**config.mk**
```make
export PLATFORM = sky130hd
export DESIGN_NAME = cen_accumulator
export DESIGN_NICKNAME = d
export VERILOG_FILES = /design/src/rtl/cen_pkg.sv /design/src/rtl/cen_acc_lane.sv /design/src/rtl/cen_accumulator.sv
export SDC_FILE = /design/constraint.sdc
export NUM_CORES = 1
export LEC_CHECK = 0
export CORE_ASPECT_RATIO = 2
export CORE_MARGIN = 10
export CORE_UTILIZATION = 40
export CTS_CLUSTER_DIAMETER = 30
export DETAILED_ROUTE_END_ITERATION = 10
export HOLD_SLACK_MARGIN = 0.15
export PLACE_DENSITY = 0.66
export SKIP_LAST_GASP = 1
export SYNTH_ARGS = -nofsm -noshare
export SYNTH_HDL_FRONTEND = slang
export SYNTH_SLANG_ARGS = --single-unit
export TNS_END_PERCENT = 50
```
**constraint.sdc**
```tcl
create_clock -name clk -period 3.2 [get_ports clk]
set_input_delay 0.32 -clock clk [delete_from_list [all_inputs] [get_ports clk]]
set_output_delay 0.32 -clock clk [all_outputs]
set_load 0.02 [all_outputs]
```
**src/rtl/cen_pkg.sv**
```systemverilog
// Shared constants and FSM state type for the centering accumulator.
// Optional CEN_ACC_SAT_EN switches lanes to saturating adds.
package cen_pkg;

  localparam int DATA_W_DEF = 32;
  localparam int SUM_W_DEF  = 40;
  localparam int N_LOG2_DEF = 7;
  localparam int FRAME_LEN  = 1 << N_LOG2_DEF;

  typedef enum logic [1:0] {
    IDLE,
    ACCUM,
    PRESENT,
    FINISH
  } state_t;

endpackage

```
**src/rtl/cen_acc_lane.sv**
```systemverilog
// One channel of the centering accumulator: clearable running sum.
// Under CEN_ACC_SAT_EN the add saturates and flags it via sat.
module cen_acc_lane
  import cen_pkg::*;
#(
  parameter int DATA_W = DATA_W_DEF,
  parameter int SUM_W  = SUM_W_DEF
) (
  input  logic              clk,
  input  logic              rst_n,
  input  logic              clr,
  input  logic              add_en,
  input  logic [DATA_W-1:0] x,
`ifdef CEN_ACC_SAT_EN
  output logic              sat,
`endif
  output logic [SUM_W-1:0]  sum
);

  logic [SUM_W-1:0] xe;
  logic [SUM_W-1:0] nxt;

  assign xe = SUM_W'(x);

`ifdef CEN_ACC_SAT_EN
  logic [SUM_W:0] wide;
  assign wide = {1'b0, sum} + {1'b0, xe};
  assign sat  = add_en & wide[SUM_W];
  assign nxt  = wide[SUM_W] ? '1 : wide[SUM_W-1:0];
`else
  assign nxt = sum + xe;
`endif

  always_ff @(posedge clk or negedge rst_n) begin
    if (!rst_n)      sum <= '0;
    else if (clr)    sum <= '0;
    else if (add_en) sum <= nxt;
  end

endmodule

```
**src/rtl/cen_accumulator.sv**
```systemverilog
// Frame accumulator feeding the centering divider (four channels).
// Optional CEN_ACC_SAT_EN adds saturation and the sticky ovf output.
module cen_accumulator
  import cen_pkg::*;
#(
  parameter int DATA_W = DATA_W_DEF,
  parameter int SUM_W  = SUM_W_DEF,
  parameter int N_LOG2 = N_LOG2_DEF
) (
  input  logic              clk,
  input  logic              rst_n,
  input  logic              start,
  input  logic              in_valid,
  output logic              in_ready,
  input  logic [DATA_W-1:0] x1,
  input  logic [DATA_W-1:0] x2,
  input  logic [DATA_W-1:0] x3,
  input  logic [DATA_W-1:0] x4,
  output logic [SUM_W-1:0]  sum1,
  output logic [SUM_W-1:0]  sum2,
  output logic [SUM_W-1:0]  sum3,
  output logic [SUM_W-1:0]  sum4,
  output logic              div_en,
  output logic              busy,
  output logic              done,
`ifdef CEN_ACC_SAT_EN
  output logic              ovf,
`endif
  output logic [N_LOG2:0]   sample_cnt
);

  localparam int CNT_W = N_LOG2 + 1;
  localparam int FRM   = 1 << N_LOG2;

  state_t state, nxt_state;
  logic   clr, xfer, last;

  logic [DATA_W-1:0] xv [4];
  logic [SUM_W-1:0]  sv [4];

  assign in_ready = (state == ACCUM);
  assign div_en   = (state == PRESENT);
  assign done     = (state == FINISH);
  assign busy     = (state == ACCUM) || (state == PRESENT);

  assign clr  = (state == IDLE) && start;
  assign xfer = in_valid && in_ready;
  assign last = xfer && (sample_cnt == CNT_W'(FRM - 1));

  always_ff @(posedge clk or negedge rst_n) begin
    if (!rst_n) state <= IDLE;
    else        state <= nxt_state;
  end

  always_comb begin
    nxt_state = state;
    unique case (state)
      IDLE:    if (start) nxt_state = ACCUM;
      ACCUM:   if (last)  nxt_state = PRESENT;
      PRESENT: nxt_state = FINISH;
      FINISH:  nxt_state = IDLE;
      default: nxt_state = IDLE;
    endcase
  end

  always_ff @(posedge clk or negedge rst_n) begin
    if (!rst_n) begin
      sample_cnt <= '0;
    end else begin
      unique case (1'b1)
        clr:     sample_cnt <= '0;
        xfer:    sample_cnt <= sample_cnt + 1'b1;
        default: sample_cnt <= sample_cnt;
      endcase
    end
  end

  assign xv[0] = x1;
  assign xv[1] = x2;
  assign xv[2] = x3;
  assign xv[3] = x4;

`ifdef CEN_ACC_SAT_EN
  logic [3:0] sat;

  always_ff @(posedge clk or negedge rst_n) begin
    if (!rst_n)    ovf <= 1'b0;
    else if (clr)  ovf <= 1'b0;
    else if (|sat) ovf <= 1'b1;
  end
`endif

  for (genvar k = 0; k < 4; k++) begin : g_lane
    cen_acc_lane #(
      .DATA_W (DATA_W),
      .SUM_W  (SUM_W)
    ) u_lane (
      .clk    (clk),
      .rst_n  (rst_n),
      .clr    (clr),
      .add_en (xfer),
      .x      (xv[k]),
`ifdef CEN_ACC_SAT_EN
      .sat    (sat[k]),
`endif
      .sum    (sv[k])
    );
  end

  assign sum1 = sv[0];
  assign sum2 = sv[1];
  assign sum3 = sv[2];
  assign sum4 = sv[3];

endmodule

```
==> flow_metrics.py <==
metrics = {
    "run_status": {
        "outcome": "completed",
    },
    "routing": {
        "wl_met1_microns": 17800,
        "drtIter0Drc": 640,
        "antenna_left": 0,
        "drt_pass1_iterations": 6,
        "wl_met3_microns": 2440,
        "drt-total-wl_microns": 50800,
        "wl_per_cell_microns": 20.3,
        "drc_errors": 0,
        "vias_per_cell": 5.66,
        "vias": 14200,
        "wl_met2_microns": 27200,
        "routed.top_layer": "met4",
    },
    "setup_path": {
        "rr_startpoint": "g_lane[2].u_lane.sum[8]",
        "required_ns": 3.57,
        "end_kind": "register",
        "r2r-end": "g_lane[2].u_lane.sum[39]",
        "rrSetupSlack_ns": 0.17,
        "path_class": "reg -> reg",
        "worstPathArrival_ns": 3.41,
        "start_kind": "register",
        "crit_fanout": 5,
        "setup.worst_path.end": "g_lane[2].u_lane.sum[39]",
        "reg2reg_depth": 11,
        "startpoint": "g_lane[2].u_lane.sum[8]",
    },
    "sta": {
        "fin_crit_ns": 3.03,
        "rsz0062_at_grt": "yes",
        "setup_ws_ns": 0.167,
        "fmax_mhz": 330,
        "hold_violations": 0,
        "finalCritPeriodShare_pct": 94.8,
        "finClkSkew_ns": 0.0108,
        "setup_viol": 0,
        "max-slew-margin-rel_pct": 49.2,
        "tightest_slew_ns": 0.762,
        "slew_viol_final": 0,
    },
    "clock_network": {
        "numCtsBuffers": 17,
        "root_buffer": "clkbuf_16",
        "h-tree-depth": 4,
        "clk_latency_ns": 0.46,
        "clockBufferDepth": 2,
        "cts_tree": "done",
        "cts.sink_count": 170,
        "clk_pin_slew_ns": 0.07,
    },
    "floorplanning": {
        "dieArea_sq_um": 42600,
        "rows": 96,
        "die_x_microns": 151,
        "start_util_pct": 40.3,
        "dieHeight_microns": 282,
        "core_area_sq_um": 34100,
        "pin_count": 304,
    },
    "synth": {
        "netlist_instances": 1663,
        "synth-async-reset-ratio_pct": 100,
        "synth_top_flop_cell": "dfrtp_1",
        "synth_nets": 1933,
        "avgSynthCellArea_sq_um": 8.26,
        "synthesis.area_sq_um": 13700,
        "yosysSeqAreaShare_pct": 31.0,
        "synth_edf_count": 0,
        "synth_cell_type_count": 86,
        "ys_ff_latch": 170,
        "synth_warnings": 0,
    },
    "global_route": {
        "first_global_vias": 14800,
        "antenna_found_initial": 0,
        "overflow": 0,
        "grt_pass1_wl_microns": 79100,
        "grt_use_total_pct": 23.5,
        "grt_max_degree": 73,
    },
    "flow_run": {
        "drv_cap": 0,
    },
    "layout": {
        "final_net_count": 2323,
        "design_area_sq_um": 18800,
        "final_common_cell": "clkdlybuf4s50_1",
        "final_cell_mix": "clkdlybuf4s50_1, nand2_1, a21oi_1",
        "antenna_cells": 0,
        "drive_gt1_share_pct": 9.78,
        "area_growth_pct": 36.6,
    },
    "placement": {
        "io_buffers": 303,
        "pre_cts_ws_ns": -0.180,
        "dp_hpwl_microns": 40000,
        "gp_congestion": 0.921,
        "placed_area_sq_um": 18100,
    },
    "hold_path": {
        "min_path_type": "in -> async",
    },
    "power": {
        "cellLeakagePower_uw": 0.00869,
        "peakVddDrop_v": 0.000424,
        "power.density_nw_per_um2": 860,
    },
}
[synth_stat cells (13+ instances only)]
master    instances  area, sq um
nand2_1         243          912
a21oi_1         203         1020
dfrtp_1         170         4250
ha_1            134         1680
o21ai_0         117          586
nor2_1          107          402
a21o_1           65          488
xnor2_1          55          482
xor2_1           53          464
clkbuf_1         49          184
nand3_1          41          205
inv_1            37          139
nor3_1           32          160
and3_1           31          194
a211oi_1         23          173
nand4_1          22          138
o21a_1           22          165
nor2b_1          18          113
a31oi_1          16          100
or3_1            16          100
o21bai_1         15          113
nand2b_1         14         87.6
o31ai_1          13         97.6
[routing by layer]
layer	up-vias	track usage [%]
li1	6839	-
met1	6775	22.9
met2	438	43.7
met3	150	4.24
met4	0	15.2
met5	-	0
[stage by stage]
step	utilization, %	total power [uW]	std cells	hold slack, ns	TNS [ns]
6_report	55.0	16100	2507	0.485	0
5_1_grt	55.0	17300	2507	0.542	-0.135
4_1_cts	55.0	16200	2507	0.497	0
3_5_place_dp	53.0	13800	2474	0.419	-3.02
3_3_place_gp	53.0	13700	2474	0.418	-1.49
2_1_floorplan	-	9640	1663	0.0244	0
[state kept, by name (all words and copies together), names as in the netlist]
register           count
sample_cnt             8
state                  2
g_lane.u_lane.sum    160
[area by class of cell]
class | count | area [sq um]
inverter | 37 | 139
clock buffer | 22 | 484
timing repair buffer | 436 | 4070
fill | 3213 | 15300
multi-input combinational | 1391 | 9100
clock inverter | 10 | 163
tap | 441 | 552
sequential | 170 | 4250
[worst min path at each step]
stage	endpoint	slack, ns	cells after the start
global route	g_lane[2].u_lane.sum[29]	0.54	2
floorplan	g_lane[0].u_lane.sum[0]	0.02	0
CTS	g_lane[3].u_lane.sum[12]	0.50	2
global placement	g_lane[3].u_lane.sum[12]	0.42	1
detailed placement	g_lane[3].u_lane.sum[12]	0.42	1
finish	g_lane[3].u_lane.sum[12]	0.49	2
[timing repair]
action	CTS	global route
gates resized for setup	0	4
setup buffers	0	0
hold endpoints to repair	70	0
endpoints found under the setup margin	0	7
hold buffers	1	0
[where the power goes]
part	switching [uW]	internal (uW)
clock	959	1390
sequential	681	2810
combinational	5740	4560
[cell families after synthesis]
family | Yosys count | synth area share [%]
simple gates | 571 | 19.4
flops | 170 | 31.0
xor+xnor | 108 | 6.88
mux | 3 | 0.228
fa+ha+maj | 138 | 12.8
compound gates | 571 | 26.7
buf+inv | 102 | 3.07
[critical path, stage by stage, from the launching register on]
cell and delay (ns):
dfrtp_1 0.40, ha_1 0.38, nand2_2 0.12, o21ai_0 0.50, a211oi_2 0.18, a21oi_1 0.26
o41ai_1 0.09, buf_4 0.15, nand2b_1 0.16, a41oi_2 0.19, or3_1 0.38, a21oi_1 0.14
(Power assumes the default switching activity.)
